[src/rtl/rv_core_pkg.sv]
// Shared core definitions: fetch FSM states, IF/ID payload and fetch address checks.
package rv_core_pkg;

   localparam int unsigned XLEN = 32;
   localparam logic [XLEN-1:0] NOP_INSTR = 32'h0000_0013;

   typedef enum logic [1:0] {
      ST_BOOT  = 2'd0,
      ST_RUN   = 2'd1,
      ST_FAULT = 2'd2
   } fetch_state_t;

   typedef struct packed {
      logic [XLEN-1:0] pc;
      logic [XLEN-1:0] pc_plus4;
      logic [XLEN-1:0] instr;
   } if_id_t;

   // Word index of addr lies inside an instruction memory of depth words.
   function automatic logic in_range(input logic [XLEN-1:0] addr, input int unsigned depth);
      return 32'(addr[XLEN-1:2]) < depth;
   endfunction

   // Word aligned and inside the instruction memory.
   function automatic logic fetch_legal(input logic [XLEN-1:0] addr, input int unsigned depth);
      return (addr[1:0] == 2'b00) && in_range(addr, depth);
   endfunction

endpackage

[src/rtl/if_id_reg.sv]
// IF/ID pipeline register with load, flush and consume controls.
module if_id_reg
   import rv_core_pkg::*;
#(
   parameter logic [XLEN-1:0] NOP = NOP_INSTR
) (
   input  logic   clk,
   input  logic   reset,
   input  logic   load,
   input  logic   flush,
   input  logic   consume,
   input  if_id_t entry_in,
   output logic   valid,
   output if_id_t entry
);

   // Flush beats load; consume only empties the slot when nothing new arrives.
   always_ff @(posedge clk or negedge reset) begin
      if (!reset) begin
         valid          <= 1'b0;
         entry.pc       <= '0;
         entry.pc_plus4 <= '0;
         entry.instr    <= NOP;
      end else if (flush) begin
         valid       <= 1'b0;
         entry.instr <= NOP;
      end else if (load) begin
         valid <= 1'b1;
         entry <= entry_in;
      end else if (consume) begin
         valid <= 1'b0;
      end
   end

endmodule

[src/rtl/instruction_fetch.sv]
// IF stage: program counter, fetch FSM, redirect handling and IF/ID handshake.
module instruction_fetch
   import rv_core_pkg::*;
#(
   parameter logic [XLEN-1:0] RESET_PC   = 32'h0000_0000,
   parameter int unsigned     IMEM_DEPTH = 1024,
   parameter logic [XLEN-1:0] NOP        = NOP_INSTR
) (
   input  logic            clk,
   input  logic            reset,
   output logic [XLEN-1:0] imem_addr,
   output logic            imem_read_en,
   input  logic [XLEN-1:0] imem_data,
   input  logic            redirect_valid,
   input  logic [XLEN-1:0] redirect_target,
   input  logic            id_ready,
   output logic            if_valid,
   output logic [XLEN-1:0] if_pc,
   output logic [XLEN-1:0] if_pc_plus4,
   output logic [XLEN-1:0] if_instr,
   output logic            fetch_fault,
   output logic [XLEN-1:0] fault_addr
);

   fetch_state_t    state;
   logic [XLEN-1:0] pc;
   logic [XLEN-1:0] seq_pc;
   logic            slot_free;
   logic            do_load;
   logic            do_flush;
   logic            do_consume;
   if_id_t          load_entry;
   if_id_t          held_entry;

   assign seq_pc     = pc + 32'd4;
   assign slot_free  = !if_valid || id_ready;
   assign do_flush   = (state != ST_BOOT) && redirect_valid;
   assign do_load    = (state == ST_RUN) && !redirect_valid && slot_free;
   // In RUN a free slot always refills, so only FAULT needs an explicit drain.
   assign do_consume = (state == ST_FAULT) && if_valid && id_ready;
   assign load_entry = '{pc: pc, pc_plus4: seq_pc, instr: imem_data};
   assign imem_addr  = pc;

   // PC, fetch FSM and fault bookkeeping; redirect outranks capture and stall.
   always_ff @(posedge clk or negedge reset) begin
      if (!reset) begin
         state        <= ST_BOOT;
         pc           <= RESET_PC;
         imem_read_en <= 1'b0;
         fetch_fault  <= 1'b0;
         fault_addr   <= '0;
      end else begin
         case (state)
            ST_BOOT: begin
               state        <= ST_RUN;
               imem_read_en <= 1'b1;
            end
            ST_RUN, ST_FAULT: begin
               if (redirect_valid) begin
                  pc <= redirect_target;
                  if (fetch_legal(redirect_target, IMEM_DEPTH)) begin
                     state        <= ST_RUN;
                     imem_read_en <= 1'b1;
                     fetch_fault  <= 1'b0;
                  end else begin
                     state        <= ST_FAULT;
                     imem_read_en <= 1'b0;
                     fetch_fault  <= 1'b1;
                     fault_addr   <= redirect_target;
                  end
               end else if (state == ST_RUN && slot_free) begin
                  pc <= seq_pc;
                  if (!in_range(seq_pc, IMEM_DEPTH)) begin
                     state        <= ST_FAULT;
                     imem_read_en <= 1'b0;
                     fetch_fault  <= 1'b1;
                     fault_addr   <= seq_pc;
                  end
               end
            end
            default: begin
               state        <= ST_BOOT;
               imem_read_en <= 1'b0;
            end
         endcase
      end
   end

   if_id_reg #(
      .NOP (NOP)
   ) u_if_id (
      .clk      (clk),
      .reset    (reset),
      .load     (do_load),
      .flush    (do_flush),
      .consume  (do_consume),
      .entry_in (load_entry),
      .valid    (if_valid),
      .entry    (held_entry)
   );

   assign if_pc       = held_entry.pc;
   assign if_pc_plus4 = held_entry.pc_plus4;
   assign if_instr    = held_entry.instr;

endmodule

[config.mk]
export PLATFORM = sky130hd
export DESIGN_NAME = instruction_fetch
export DESIGN_NICKNAME = d
export VERILOG_FILES = /design/src/rtl/rv_core_pkg.sv /design/src/rtl/if_id_reg.sv /design/src/rtl/instruction_fetch.sv
export SDC_FILE = /design/constraint.sdc
export NUM_CORES = 1
export LEC_CHECK = 0
export CAP_MARGIN = 10
export CORE_UTILIZATION = 48
export DETAILED_ROUTE_END_ITERATION = 10
export PLACE_DENSITY_LB_ADDON = 0.12
export SLEW_MARGIN = 20
export SYNTH_ARGS = -nofsm -noshare
export SYNTH_HDL_FRONTEND = slang
export SYNTH_HIERARCHICAL = 1
export SYNTH_SLANG_ARGS = --single-unit
[constraint.sdc]
create_clock -name clk -period 3.52 [get_ports clk]
set_input_delay 0.528 -clock clk [delete_from_list [all_inputs] [get_ports clk]]
set_output_delay 0.528 -clock clk [all_outputs]
set_load 0.1 [all_outputs]
==> run_results.csv <==
group,metric,value,unit
floorplan,die-height,132,µm
floorplan,dieArea,17300,µm²
drt,vias_per_cell,5.35,
drt,wl_per_cell,18.8,µm
setup_path,crit_path_max_fanout,20,
finish,syn_to_final_growth,37.4,%
sta,hold_viol_final,0,
setup_path,start_kind,"register",
drt,drc,0,
finish,num_antenna_cells,0,
floorplan,core_area,16100,µm²
clocking,cts_buffers,17,
setup_path,critPathKind,"register to register",
place,placed_cell_area,10500,µm²
setup_path,cp_slowest_cell,"or4_4",
clocking,htreeDepth,4,
place,gp_congestion,0.894,
clocking,clk_latency,0.43,ns
finish,final_cell_area,11100,µm²
synth,synth-seq-cells,164,
finish,num-fill-cells,1179,
global_route,grt_first_pass_wirelength,34100,µm
synth,syn_area,8050,µm²
synth,ys_warn_count,6,
global_route,grt_usage,25.0,%
sta,relSlewSlack,31.6,%
drt,final_antenna_net_count,0,
place,portBuffers,230,
clocking,cts_tree,"yes",
drt,drt_iter0_drc,297,
clocking,cts_buffer_depth,2,
setup_path,cp.required,3.83,ns
sta,fin_tns_setup,0,ns
synth,syn_nets,740,
synth,avgSynthCellArea,12.1,µm²
sta,setup_violations,0,
synth,synth.distinct_cells,54,
floorplan,io_pins,231,
synth,synth_ff_type,"dfrtp_1",
setup_path,cp-end-kind,"register",
sta,layout_worst_path_cycle_share,94.2,%
drt,via_count,5970,
clocking,post_cts_buffers,0,
job,max_cap_viol_count,0,
sta,post-route-min-period,3.32,ns
sta,rsz0062_at_grt,"false",
sta,worst_slew_pin_slew,1.02,ns
synth,yosysTopAreaCellShare,50.0,%
clocking,clkTransAtPathRegs,0.06,ns
synth,synth_edf_count,0,
setup_path,critPathArrivalTime,3.62,ns
drt,drt_pass1_iterations,5,
sta,clock_skew,0.00820,ns
floorplan,start_util,50.0,%
finish,regArea,4120,µm²
global_route,grt_max_degree,77,
clocking,numClockSinks,164,
global_route,grt_pass1_vias,6281,
sta,finalMaxSlewViolations,0,
drt,wirelength,20900,µm
setup_path,critical-path-top-delay-family,"simple AND/OR/NAND/NOR gates",
worst_hold_path,hp-class,"input pin to asynchronous set/reset pin",
clocking,cts-hold-fix-buffers,0,
synth,ys_seq_area_share,51.0,%
clocking,cts-root-buf,"clkbuf_16",
synth,async_flop_share,100,%
synth,synthCells,667,
status,status,"finished, final reports clean",
synth,synth_area_leader_cell,"dfrtp_1",
finish,nNetsFinal,962,
finish,layout-drive-gt1-share,16.8,%
synth,ys_top_cells_by_area,"dfrtp_1 (50%), mux2_4 (11%), mux2i_1 (8.5%), mux2_2 (3.2%), xnor2_1 (2.5%)",
sta,timing.fmax,0.301,GHz
finish,multiInputGateArea,3560,µm²
place,dp_hpwl,15100,µm
global_route,gr-total-overflow,0,
floorplan,row_count,46,
floorplan,fp.dieW,132,µm
global_route,antenna_found_initial,0,
setup_path,cp_num_buf_inv,1,
setup_path,slowest_delay,0.65,ns
setup_path,cp_cell_sequence,"ha_1, nand3_1, or4_4, or3_1, a22oi_1, nor4_2, a21oi_4, buf_6, mux2_1",
## per-layer routing
metal | wire length [µm] | vias to the layer above | GRT usage [%] | share of wire (%)
met1 | 9230 | 2964 | 32.4 | 44
met5 | 0 | - | 0 | 0
met2 | 10100 | 220 | 40.7 | 48
met4 | 350 | 0 | 9.17 | 1.7
li1 | - | 2754 | - | -
met3 | 1270 | 32 | 5.90 | 6.0
## sequential cells by signal, summed over array words and instances, names as in the netlist
name and cells:
fault_addr 32, fetch_fault 1, imem_addr 32, imem_read_en 1, state 1, u_if_id/entry 96, u_if_id/valid 1
## what timing repair did
action,CTS,global route
endpoints found under the setup margin,0,9
gates resized for setup,0,2
endpoints found under the hold margin,0,0
## metrics by stage
stage	utilization [%]	setup WS, ns	hold WS [ns]	std cells
6_report	68.7	0.203	0.118	1115
5_1_grt	68.7	0.0269	0.167	1115
4_1_cts	68.6	0.148	0.138	1115
3_5_place_dp	65.1	0.147	0.482	1086
3_3_place_gp	65.1	0.314	0.474	1086
2_1_floorplan	-	0.00110	0.232	667
## worst paths after layout
kind                                     startpoint                            end  slack, ns  cells after the start
max reg2reg                imem_addr[3]$_DFFE_PN0P_      fault_addr[5]$_DFFE_PN0P_       0.20                      9
min reg2reg                 fetch_fault$_DFFE_PN0P_        fetch_fault$_DFFE_PN0P_       0.49                      1
min in group clk            fetch_fault$_DFFE_PN0P_        fetch_fault$_DFFE_PN0P_       0.49                      1
min                                           reset  u_if_id/entry[22]$_DFFE_PN0P_       0.12                      1
max in group asynchronous                     reset  u_if_id/entry[91]$_DFFE_PN0P_       2.55                      2
max                        imem_addr[3]$_DFFE_PN0P_      fault_addr[5]$_DFFE_PN0P_       0.20                      9
## worst reg2reg max path, stage by stage, from the launching register on
cell and delay, ns:
dfrtp_2 0.42, ha_1 0.27, nand3_1 0.26, or4_4 0.65, or3_1 0.41, a22oi_1 0.27, nor4_2 0.12, a21oi_4 0.16
buf_6 0.28, mux2_1 0.37
## placed cells by master (no fill, tap or decap), types with 3 or more instances in the layout
cell	n
xnor2_1	23
nor2_1	46
and2_1	6
mux2_4	60
dfrtp_2	6
nor3_1	7
nand2_1	36
a31oi_1	3
buf_4	15
or3_1	3
a21oi_1	14
clkdlybuf4s50_1	226
clkbuf_8	4
mux2i_1	68
a211o_1	3
dfrtp_1	155
and4_1	3
a22oi_1	4
ha_1	5
dfstp_2	3
clkbuf_16	17
mux2_1	8
nand3_1	16
nand2b_1	6
clkbuf_1	4
o21ai_0	33
xor2_1	7
inv_1	30
and3_1	6
mux2_2	23
nor4_1	9
nand4_1	9
## synth_stat cells, types with 2 or more instances
cell	n
dfrtp_1	161
mux2i_1	68
mux2_4	60
nor2_1	47
nand2_1	36
o21ai_0	33
inv_1	30
mux2_2	23
xnor2_1	23
clkbuf_1	22
nand3_1	16
a21oi_1	14
nand4_1	9
nor4_1	9
mux2_1	8
nor3_1	7
xor2_1	7
and2_1	6
and3_1	6
buf_2	6
buf_8	6
nand2b_1	6
buf_4	5
ha_1	5
a22oi_1	4
buf_6	4
a211o_1	3
a31oi_1	3
and4_1	3
dfstp_2	3
nor2b_1	3
or3_1	3
a21o_1	2
a31o_2	2
o21ai_1	2
o22ai_1	2
or2_2	2
or4_1	2
## kinds of logic after synthesis
group,Yosys count,synth area share (%)
AOI/OAI and AO/OA,72,5.39
and+or+nand+nor,164,10.6
DFF,164,51.0
muxes,159,24.0
xor gates and xnor gates,30,3.26
adders and majority gates,5,0.777
buffers and inverters,73,4.94
## layout make-up
type / count / share of cell area [%]
Clock buffer: 25 / 4.48
Multi-Input combinational cell: 430 / 32.2
Sequential cell: 164 / 37.2
Inverter: 30 / 1.02
Tap cell: 216 / 2.44
Clock inverter: 4 / 0.656
Timing Repair Buffer: 246 / 22.1
Power is left out: the tool's default activity adds up to more than one toggle a clock period on the data nets, which glitch-free logic cannot reach.
